**src/rtl/csa_dot_accum_resolve_pkg.sv**
```systemverilog
// Shared types and default geometry for the carry-save dot-product accumulator.
package csa_dot_accum_resolve_pkg;

  localparam int unsigned DEF_IN_W    = 14;
  localparam int unsigned DEF_ACC_W   = 24;
  localparam int unsigned DEF_CHUNK_W = 8;

  typedef enum logic [1:0] {
    ACCUM   = 2'd0,
    RESOLVE = 2'd1,
    OUT     = 2'd2
  } state_e;

  function automatic int unsigned nchunk(input int unsigned acc_w, input int unsigned chunk_w);
    return acc_w / chunk_w;
  endfunction

endpackage

```
**src/rtl/csa_dot_accum_resolve_compress.sv**
```systemverilog
// Combinational 4:2 compressor built from two 3:2 rows; MSB carries that fall off
// the top of the word are reported separately so the caller can flag overflow.
module csa_4to2_compress #(
  parameter int unsigned W = 24
) (
  input  logic [W-1:0] a,
  input  logic [W-1:0] b,
  input  logic [W-1:0] c,
  input  logic [W-1:0] d,
  output logic [W-1:0] sum,
  output logic [W-1:0] carry,
  output logic [1:0]   drop
);

  logic [W-1:0] s1_s;
  logic [W-1:0] maj1_s;
  logic [W-1:0] c1_s;
  logic [W-1:0] maj2_s;

  // two cascaded 3:2 rows
  always_comb begin
    s1_s   = a ^ b ^ c;
    maj1_s = (a & b) | (a & c) | (b & c);
    c1_s   = {maj1_s[W-2:0], 1'b0};
    sum    = s1_s ^ c1_s ^ d;
    maj2_s = (s1_s & c1_s) | (s1_s & d) | (c1_s & d);
    carry  = {maj2_s[W-2:0], 1'b0};
    drop   = {maj2_s[W-1], maj1_s[W-1]};
  end

endmodule

```
**src/rtl/csa_dot_accum_resolve.sv**
```systemverilog
// Accumulates (sum, carry) beats in carry-save form and resolves each group with a
// chunked multi-cycle CPA, presenting the binary result over valid/ready.
module csa_dot_accum_resolve
  import csa_dot_accum_resolve_pkg::*;
#(
  parameter int unsigned IN_W    = DEF_IN_W,
  parameter int unsigned ACC_W   = DEF_ACC_W,
  parameter int unsigned CHUNK_W = DEF_CHUNK_W
) (
  input  logic             clk,
  input  logic             rst,
  input  logic             in_valid,
  output logic             in_ready,
  input  logic [IN_W-1:0]  in_sum,
  input  logic [IN_W-1:0]  in_carry,
  input  logic             in_last,
  output logic             out_valid,
  input  logic             out_ready,
  output logic [ACC_W-1:0] out_data,
  output logic             out_ovf
);

  localparam int unsigned NCHUNK = nchunk(ACC_W, CHUNK_W);
  localparam int unsigned KW     = (NCHUNK > 1) ? $clog2(NCHUNK) : 1;
  localparam int unsigned BW     = $clog2(ACC_W);
  localparam logic [KW-1:0] K_LAST = KW'(NCHUNK - 1);

  if (((ACC_W % CHUNK_W) != 0) || (ACC_W < IN_W + 1)) begin : g_param_check
    $error("csa_dot_accum_resolve: ACC_W must be a multiple of CHUNK_W and >= IN_W+1");
  end

  state_e            state_q, state_d;
  logic [ACC_W-1:0]  acc_s_q, acc_s_d;
  logic [ACC_W-1:0]  acc_c_q, acc_c_d;
  logic              ovf_q, ovf_d;
  logic [KW-1:0]     k_q, k_d;
  logic              cin_q, cin_d;
  logic [ACC_W-1:0]  out_data_q, out_data_d;
  logic              out_ovf_q, out_ovf_d;
  logic              out_valid_q, out_valid_d;
  logic              in_ready_q, in_ready_d;

  logic [ACC_W-1:0]  in_sum_ext_s;
  logic [ACC_W-1:0]  in_carry_ext_s;
  logic [ACC_W-1:0]  cmp_sum_s;
  logic [ACC_W-1:0]  cmp_carry_s;
  logic [1:0]        cmp_drop_s;
  logic [BW-1:0]     base_s;
  logic [CHUNK_W-1:0] chunk_s_s;
  logic [CHUNK_W-1:0] chunk_c_s;
  logic [CHUNK_W:0]  chunk_res_s;

  assign in_sum_ext_s   = {{(ACC_W-IN_W){1'b0}}, in_sum};
  assign in_carry_ext_s = {{(ACC_W-IN_W){1'b0}}, in_carry};

  csa_4to2_compress #(.W(ACC_W)) u_compress (
    .a     (acc_s_q),
    .b     (acc_c_q),
    .c     (in_sum_ext_s),
    .d     (in_carry_ext_s),
    .sum   (cmp_sum_s),
    .carry (cmp_carry_s),
    .drop  (cmp_drop_s)
  );

  // current CPA chunk slice and its ripple result
  always_comb begin
    base_s      = BW'(k_q) * BW'(CHUNK_W);
    chunk_s_s   = acc_s_q[base_s +: CHUNK_W];
    chunk_c_s   = acc_c_q[base_s +: CHUNK_W];
    chunk_res_s = {1'b0, chunk_s_s} + {1'b0, chunk_c_s} + {{CHUNK_W{1'b0}}, cin_q};
  end

  // next-state and datapath update
  always_comb begin
    state_d     = state_q;
    acc_s_d     = acc_s_q;
    acc_c_d     = acc_c_q;
    ovf_d       = ovf_q;
    k_d         = k_q;
    cin_d       = cin_q;
    out_data_d  = out_data_q;
    out_ovf_d   = out_ovf_q;
    out_valid_d = out_valid_q;
    in_ready_d  = in_ready_q;
    case (state_q)
      ACCUM: begin
        if (in_valid && in_ready_q) begin
          acc_s_d = cmp_sum_s;
          acc_c_d = cmp_carry_s;
          ovf_d   = ovf_q | (|cmp_drop_s);
          if (in_last) begin
            state_d    = RESOLVE;
            k_d        = {KW{1'b0}};
            cin_d      = 1'b0;
            in_ready_d = 1'b0;
          end else begin
            state_d = ACCUM;
          end
        end else begin
          state_d = ACCUM;
        end
      end
      RESOLVE: begin
        out_data_d[base_s +: CHUNK_W] = chunk_res_s[CHUNK_W-1:0];
        cin_d = chunk_res_s[CHUNK_W];
        if (k_q == K_LAST) begin
          ovf_d       = ovf_q | chunk_res_s[CHUNK_W];
          out_ovf_d   = ovf_q | chunk_res_s[CHUNK_W];
          out_valid_d = 1'b1;
          state_d     = OUT;
        end else begin
          k_d = k_q + {{(KW-1){1'b0}}, 1'b1};
        end
      end
      OUT: begin
        if (out_ready) begin
          acc_s_d     = {ACC_W{1'b0}};
          acc_c_d     = {ACC_W{1'b0}};
          ovf_d       = 1'b0;
          out_valid_d = 1'b0;
          in_ready_d  = 1'b1;
          state_d     = ACCUM;
        end else begin
          state_d = OUT;
        end
      end
      default: begin
        state_d     = ACCUM;
        out_valid_d = 1'b0;
        in_ready_d  = 1'b1;
      end
    endcase
  end

  // state registers
  always_ff @(posedge clk) begin
    if (rst) begin
      state_q     <= ACCUM;
      acc_s_q     <= {ACC_W{1'b0}};
      acc_c_q     <= {ACC_W{1'b0}};
      ovf_q       <= 1'b0;
      k_q         <= {KW{1'b0}};
      cin_q       <= 1'b0;
      out_data_q  <= {ACC_W{1'b0}};
      out_ovf_q   <= 1'b0;
      out_valid_q <= 1'b0;
      in_ready_q  <= 1'b1;
    end else begin
      state_q     <= state_d;
      acc_s_q     <= acc_s_d;
      acc_c_q     <= acc_c_d;
      ovf_q       <= ovf_d;
      k_q         <= k_d;
      cin_q       <= cin_d;
      out_data_q  <= out_data_d;
      out_ovf_q   <= out_ovf_d;
      out_valid_q <= out_valid_d;
      in_ready_q  <= in_ready_d;
    end
  end

  assign in_ready  = in_ready_q;
  assign out_valid = out_valid_q;
  assign out_data  = out_data_q;
  assign out_ovf   = out_ovf_q;

endmodule

```
**config.mk**
```make
export PLATFORM = sky130hd
export DESIGN_NAME = csa_dot_accum_resolve
export DESIGN_NICKNAME = d
export VERILOG_FILES = /design/src/rtl/csa_dot_accum_resolve_pkg.sv /design/src/rtl/csa_dot_accum_resolve_compress.sv /design/src/rtl/csa_dot_accum_resolve.sv
export SDC_FILE = /design/constraint.sdc
export NUM_CORES = 1
export LEC_CHECK = 0
export CAP_MARGIN = 20
export CELL_PAD_IN_SITES_DETAIL_PLACEMENT = 0
export CELL_PAD_IN_SITES_GLOBAL_PLACEMENT = 2
export CORE_AREA = 8 8 134 136
export DETAILED_ROUTE_END_ITERATION = 10
export DIE_AREA = 0 0 142 144
export PLACE_DENSITY = 0.81
export REMOVE_ABC_BUFFERS = 1
export SLEW_MARGIN = 20
export SYNTH_ARGS = -nofsm -noshare
export SYNTH_HDL_FRONTEND = slang
export SYNTH_SLANG_ARGS = --single-unit
```
**constraint.sdc**
```tcl
create_clock -name clk -period 2.7 [get_ports clk]
set_input_delay 0.54 -clock clk [delete_from_list [all_inputs] [get_ports clk]]
set_output_delay 0.54 -clock clk [all_outputs]
set_load 0.02 [all_outputs]
```
== Word level (Yosys, flattened, before mapping) ==
Cells that the tools add are included.
Cells by class
  multiplexer cells: 26
  shift operators: 4
  reductions and logical operators: 13
  equal/unequal tests: 8
  add/subtract/negate cells: 4
  bitwise logic cells: 18
Operator list (count)
  bitwise AND 24 x 14 -> 24 bit: 4
  OR 24 bit: 4
  one-hot mux 24 bit (2 select lines): 2
  2-to-1 mux 24 bit: 3
  bitwise AND 24 bit: 2
  indexed part select 24 x 6 -> 8 bit: 2
  XOR 24 x 14 -> 24 bit: 2
  XOR 24 bit: 2
  bitwise mux 24 bit: 1
  variable shift 8 x 7 -> 24 bit, first input constant: 1
  indexed part select 8 x 7 -> 24 bit: 1
  2-to-1 mux 2 bit: 6
  AND reduction 4 bit: 3
  inequality test 2 bit, second input constant: 5
  adder 8 x 8 -> 9 bit: 1
  adder 9 x 1 -> 9 bit: 1
  one-hot mux 1 bit (3 select lines): 3
  AND reduction 3 bit: 3
  2-to-1 mux 1 bit: 8
  negator 5 -> 7 bit: 1
  one-hot mux 2 bit (3 select lines): 1
  equality test 2 bit, second input constant: 2
  one-hot mux 2 bit (2 select lines): 1
  nonzero test 2 bit: 2
  other kinds (10): 12
Storage, ports and cells
  word-level logic and storage cells: 83
  output and inout bits: 27
  bits in registers: 81
  input bits: 33

== Depth between registers and ports, before layout ==
Gate-level depths: netlist of run 1.
  depth after elaboration: 10
  depth in mapped cells: 11
  gate-level depth less buffers: 9

== By module ==
A second synthesis of run 1 with hierarchy kept.
Unflattened totals
  cell total of the unflattened synthesis: 512
  area total of the unflattened synthesis: 4897.2 um^2
By module, submodules not included
  csa_dot_accum_resolve: instances 1, cells each 457, sequential area each 1621.6 um^2, area each 3913.8 um^2
  csa_4to2_compress: instances 1, cells each 55, sequential area each 0.0 um^2, area each 983.4 um^2

== Worst setup path before layout of run 1 ==
OpenSTA, ideal clock, no wires.
  kind: register to register
  start point: register k_q[0]
  end point: register ovf_q
  path slack: -0.028 ns
  path buffers: 2
  arrival time: 2.642 ns
  library setup time: 0.086 ns
  required time: 2.614 ns
  period minus slack after synthesis: 2.728 ns
  stages on the path, launching flop included: 12
  path through: dfxtp_1 -> clkbuf_1 -> buf_2 -> mux2i_1 -> nor2_1 -> a21oi_1 -> fa_1 -> fa_1 -> nor2b_1 -> o2111a_1 -> o311ai_0 -> a211oi_1
On the way
  word-level cells in the longest chain between the ends: 6
  elaborated cells on any way between the ends: 10
  those cells by class: add/sub: 2; eq/ne: 2; shift: 2; mux: 2; bitwise: 1; reduce/logical: 1
RTL lines
  start, declared: line csa_dot_accum_resolve.sv:36  | logic [KW-1:0] k_q, k_d;
  start signal, assigned: line csa_dot_accum_resolve.sv:143  | k_q <= {KW{1'b0}};
  start signal, assigned: line csa_dot_accum_resolve.sv:154  | k_q <= k_d;
  indexed part select 24 x 6 -> 8 bit, on equally long branches: line csa_dot_accum_resolve.sv:69, csa_dot_accum_resolve.sv:70
  adder 8 x 8 -> 9 bit: line csa_dot_accum_resolve.sv:71  | chunk_res_s = {1'b0, chunk_s_s} + {1'b0, chunk_c_s} + {{CHUNK_W{1'b0}}, cin_q};
  adder 9 x 1 -> 9 bit: line csa_dot_accum_resolve.sv:71
  OR 1 bit: line csa_dot_accum_resolve.sv:108  | ovf_d = ovf_q | chunk_res_s[CHUNK_W];
  2-to-1 mux 1 bit: line csa_dot_accum_resolve.sv:107  | if (k_q == K_LAST) begin
  one-hot mux 1 bit (3 select lines): line csa_dot_accum_resolve.sv:86  | case (state_q)
  end signal, assigned: line csa_dot_accum_resolve.sv:153  | ovf_q <= ovf_d;
  end, declared: line csa_dot_accum_resolve.sv:35  | logic ovf_q, ovf_d;
Several ways; a longest one is shown, not always the timed one. The select of a mux whose other input is x is not followed.
A chain may end at the register's enable or synchronous reset.

== Worst setup path after layout of run 1 ==
  start point: register k_q[0]
  end point: register out_data_q[15] (netlist: out_data[15])
On the way
  word-level cells in the longest chain between the ends: 5
  elaborated cells on any way between the ends: 8
  those cells by class: add/sub: 3; shift: 4; mux: 1
RTL lines
  indexed part select 24 x 6 -> 8 bit, on equally long branches: line csa_dot_accum_resolve.sv:69, csa_dot_accum_resolve.sv:70
  adder 8 x 8 -> 9 bit: line csa_dot_accum_resolve.sv:71
  adder 9 x 1 -> 9 bit: line csa_dot_accum_resolve.sv:71
  indexed part select 8 x 7 -> 24 bit: line csa_dot_accum_resolve.sv:105  | out_data_d[base_s +: CHUNK_W] = chunk_res_s[CHUNK_W-1:0];
  bitwise mux 24 bit *: line csa_dot_accum_resolve.sv:105
  end signal, assigned: line csa_dot_accum_resolve.sv:145  | out_data_q <= {ACC_W{1'b0}};
  end signal, assigned: line csa_dot_accum_resolve.sv:156  | out_data_q <= out_data_d;
  end, declared: line csa_dot_accum_resolve.sv:38  | logic [ACC_W-1:0] out_data_q, out_data_d;
Every way passes the cells marked *; elsewhere a longest branch is shown, timed or not.

==> flow_summary.ini, run 1 <==
[place]
gp_congestion = 0.795
place_ws_ns = 0.0895
io_buffers = 59
dpl_cell_area_um2 = 5640
hpwl_um = 9720
dp_cells = 784

[clock_network]
post_cts_buffers = 0
cts_tree = done
cts_resized = 0
cts_root_buf = clkbuf_16
cts.sinks = 80
cts_buffers = 9
worstSkewPairLatency_ns = 0.35
clkTransAtPathRegs_ns = 0.06
cts_buffer_depth = 2
hold_buffers = 0
ctsHtreeMaxLevel = 3

[setup_path]
cp_cell_sequence = buf_12 -> mux2i_1 -> o22a_1 -> inv_1 -> ha_1 -> nor2b_1 -> o31a_1 -> o41ai_1 -> buf_4 -> o31ai_1
cp.arrival_ns = 2.71
critical_path_class = reg2reg
ff2ff_path_depth = 10
crit_path_start_kind = register
cp_max_fo = 10
slowest_stage = dfxtp_2
endpoint_kind = register
required_ns = 2.92
r2r-end = out_data[15]
cp_slowest_stage_delay_ns = 0.42
rrSetupSlack_ns = 0.21
timing.rr.start = k_q[0]

[synth]
ys_seq_area_frac = 0.335
yosysTopAreaCell = dfxtp_1
synthSimpleGateAreaFrac = 0.205
ys.flop_type = dfxtp_1
synth_top_family_by_area = adder cells
ys_seq_elements = 80
syn-instance-count = 521
synth_top_area_share = 0.335
synth_fa_ha_area_frac = 0.216
synth.avg_cell_area_um2 = 9.18
muxShareOfSynthArea = 0.0379
synth-xor-area-share = 0.00183
ys_warn_count = 0
netlist_top_cells_area = dfxtp_1, fa_1, ha_1, nand3b_1, nand2_1
synth_compound_area_frac = 0.162
syn_area_um2 = 4780
synth_cell_types = 50
synth_edf_count = 0
async_flop_share = 0

[hold_path]
worstHoldStart = out_data[13]
hp-class = reg2reg
holdPathEnd = out_data[13]
whs_path_depth = 2

[drt]
final_antenna_net_count = 0
wire_per_inst_um = 15.9
via_per_inst = 4.89
drtPass1Iterations = 4
drcViolationCount = 0
drt_iter0_markers = 279
num_vias = 3909
drt_wl_total_um = 12700

[cells_and_area]
fin_nets = 673
diodes = 0
fin_area_um2 = 5920
fin_cells = 800
layout-drive-gt1-share = 0.0724
postLayoutCoreUtil = 0.369
area_delta_synth_final_pct = 23.9

[sta]
fin_crit_ns = 2.49
worst_pin_slew_ns = 0.525
fin_worst_skew_ns = 0.00768
relSlewSlack = 0.650
rsz0062_at_grt = no
finalHoldViolations = 0
setup_violations = 0
min_period_over_period = 0.923
setup_tns_ns = 0
slew_viol_final = 0
fmax_mhz = 401
layout_setup_ws_ns = 0.209

[grt]
antenna_found_initial = 0
grt_pass1_wl_um = 21200
grtUsageTotal = 0.132
grt_max_degree = 50
grt_pass1_vias = 4117
grt_overflow = 0

[power]
leakage_nw = 2.20
p_per_area_nw_per_um2 = 597
irDropWorstVdd_v = 0.000347

[die]
die_y_um = 144
core_um2 = 16100
design.die.area_um2 = 20400
boundaryPins = 60
die_x_um = 142
start_util = 0.298
std_cell_rows = 47

[status]
status = finished, final reports clean

[job]
maxCapViolations = 0
-- cells in the final DEF (no fill, tap or decap), types with 5 or more instances in the layout --
cell type	netlist	routed
clkbuf_16	0	9
clkdlybuf4s50_1	0	58
fa_1	29	29
buf_4	2	14
dfxtp_1	80	79
nor3_1	10	10
ha_1	36	36
nor2_1	19	18
nand2b_1	5	5
nand3b_1	46	46
o31ai_1	17	17
a21oi_1	62	61
o22ai_1	10	10
mux2i_1	17	17
nand2_1	84	84
inv_1	15	15
-- layer usage --
layer  wire length [um]  part of all wire  global-route usage  up-vias
met2               5770              0.45               0.207       74
met4                205             0.016              0.0548        0
met5                  0                 0                   0        -
li1                   -                 -                   -     1954
met3                598             0.047              0.0310       13
met1               6170              0.48               0.172     1868
-- worst max-delay path by stage --
stage	from	end	slack (ns)	cells after the start
3_3_place_gp	in_sum[1]	acc_s_q[1]	0.17	6
4_1_cts	k_q[0]	out_ovf	0.06	9
3_5_place_dp	k_q[0]	out_data[15]	0.09	11
5_1_grt	k_q[0]	out_ovf	0.01	9
6_report	k_q[0]	out_data[15]	0.21	10
2_1_floorplan	k_q[0]	out_ovf	-0.37	9
-- through the flow --
stage / hold WS [ns] / power, W
floorplan: 0.439 / 0.00205
global placement: 0.446 / 0.00239
detailed placement: 0.444 / 0.00243
CTS: 0.458 / 0.00358
global route: 0.473 / 0.00377
finish: 0.455 / 0.00354
-- cells in the mapped netlist (2+ instances only) --
library cell	n
nand2_1	84
dfxtp_1	80
a21oi_1	62
nand3b_1	46
ha_1	36
fa_1	29
clkbuf_1	19
nor2_1	19
mux2i_1	17
o31ai_1	17
inv_1	15
nor3_1	10
o22ai_1	10
buf_2	9
nand2b_1	5
a211oi_1	4
a22oi_1	4
a2bb2oi_1	4
nor2b_1	4
o21a_1	4
o21ai_0	4
or3_1	4
a21o_1	3
and3_1	2
buf_4	2
nand3_1	2
o311ai_0	2
o31a_1	2
-- logic make-up (layout without fill, tap and decap cells) --
kind of cell	after synthesis	in the layout
adders and majority gates	65	65
and+or+nand+nor	186	186
muxes	18	18
xor gates and xnor gates	1	1
AOI/OAI and AO/OA	124	124
DFF	80	80
buffers and inverters	47	106
-- cell type report --
class                      instances  area [um^2]
fill                            1615        10100
multi-input combinational        394         2990
sequential                        80         1600
timing repair buffer              75          731
tap                              220          275
clock buffer                      13          250
inverter                          15         56.3
clock inverter                     3         17.5
-- power by group --
group / internal, W / switching [W] / leakage (nW)
registers: 0.00128 / 0.000119 / 0.649
logic: 0.000455 / 0.000550 / 1.42
clock network: 0.000646 / 0.000487 / 0.130
-- sequential cells by signal (all words and copies together) (netlist names) --
register   cells
k_q            2
state_q        2
cin_q          1
out_data      24
ovf_q          1
out_valid      1
out_ovf        1
acc_s_q       24
in_ready       1
acc_c_q       23
-- critical path: cells and delay by family (launching register included) --
family                     cells  cell delay, ns
AOI/OAI and AO/OA              4            0.89
buffers and inverters          3            0.42
DFF                            1            0.42
muxes                          1            0.23
and+or+nand+nor                1            0.15
adders and majority gates      1            0.26
No activity file was read; power rests on OpenSTA's default activity.
==> inputs of run 2 (changes only) <==
--- a/config.mk
+++ b/config.mk
@@ -13,2 +13,3 @@
 export DIE_AREA = 0 0 142 144
+export HOLD_SLACK_MARGIN = 0.02
 export PLACE_DENSITY = 0.81
--- a/constraint.sdc
+++ b/constraint.sdc
@@ -3,2 +3,2 @@
 set_output_delay 0.54 -clock clk [all_outputs]
-set_load 0.02 [all_outputs]
+set_load 0.05 [all_outputs]
==> results of run 2 <==
Same layout as run 1 (identical final DEF). Status: finished, final reports clean.
Main changes from that run: total power 0.00354 W -> 0.00355 W
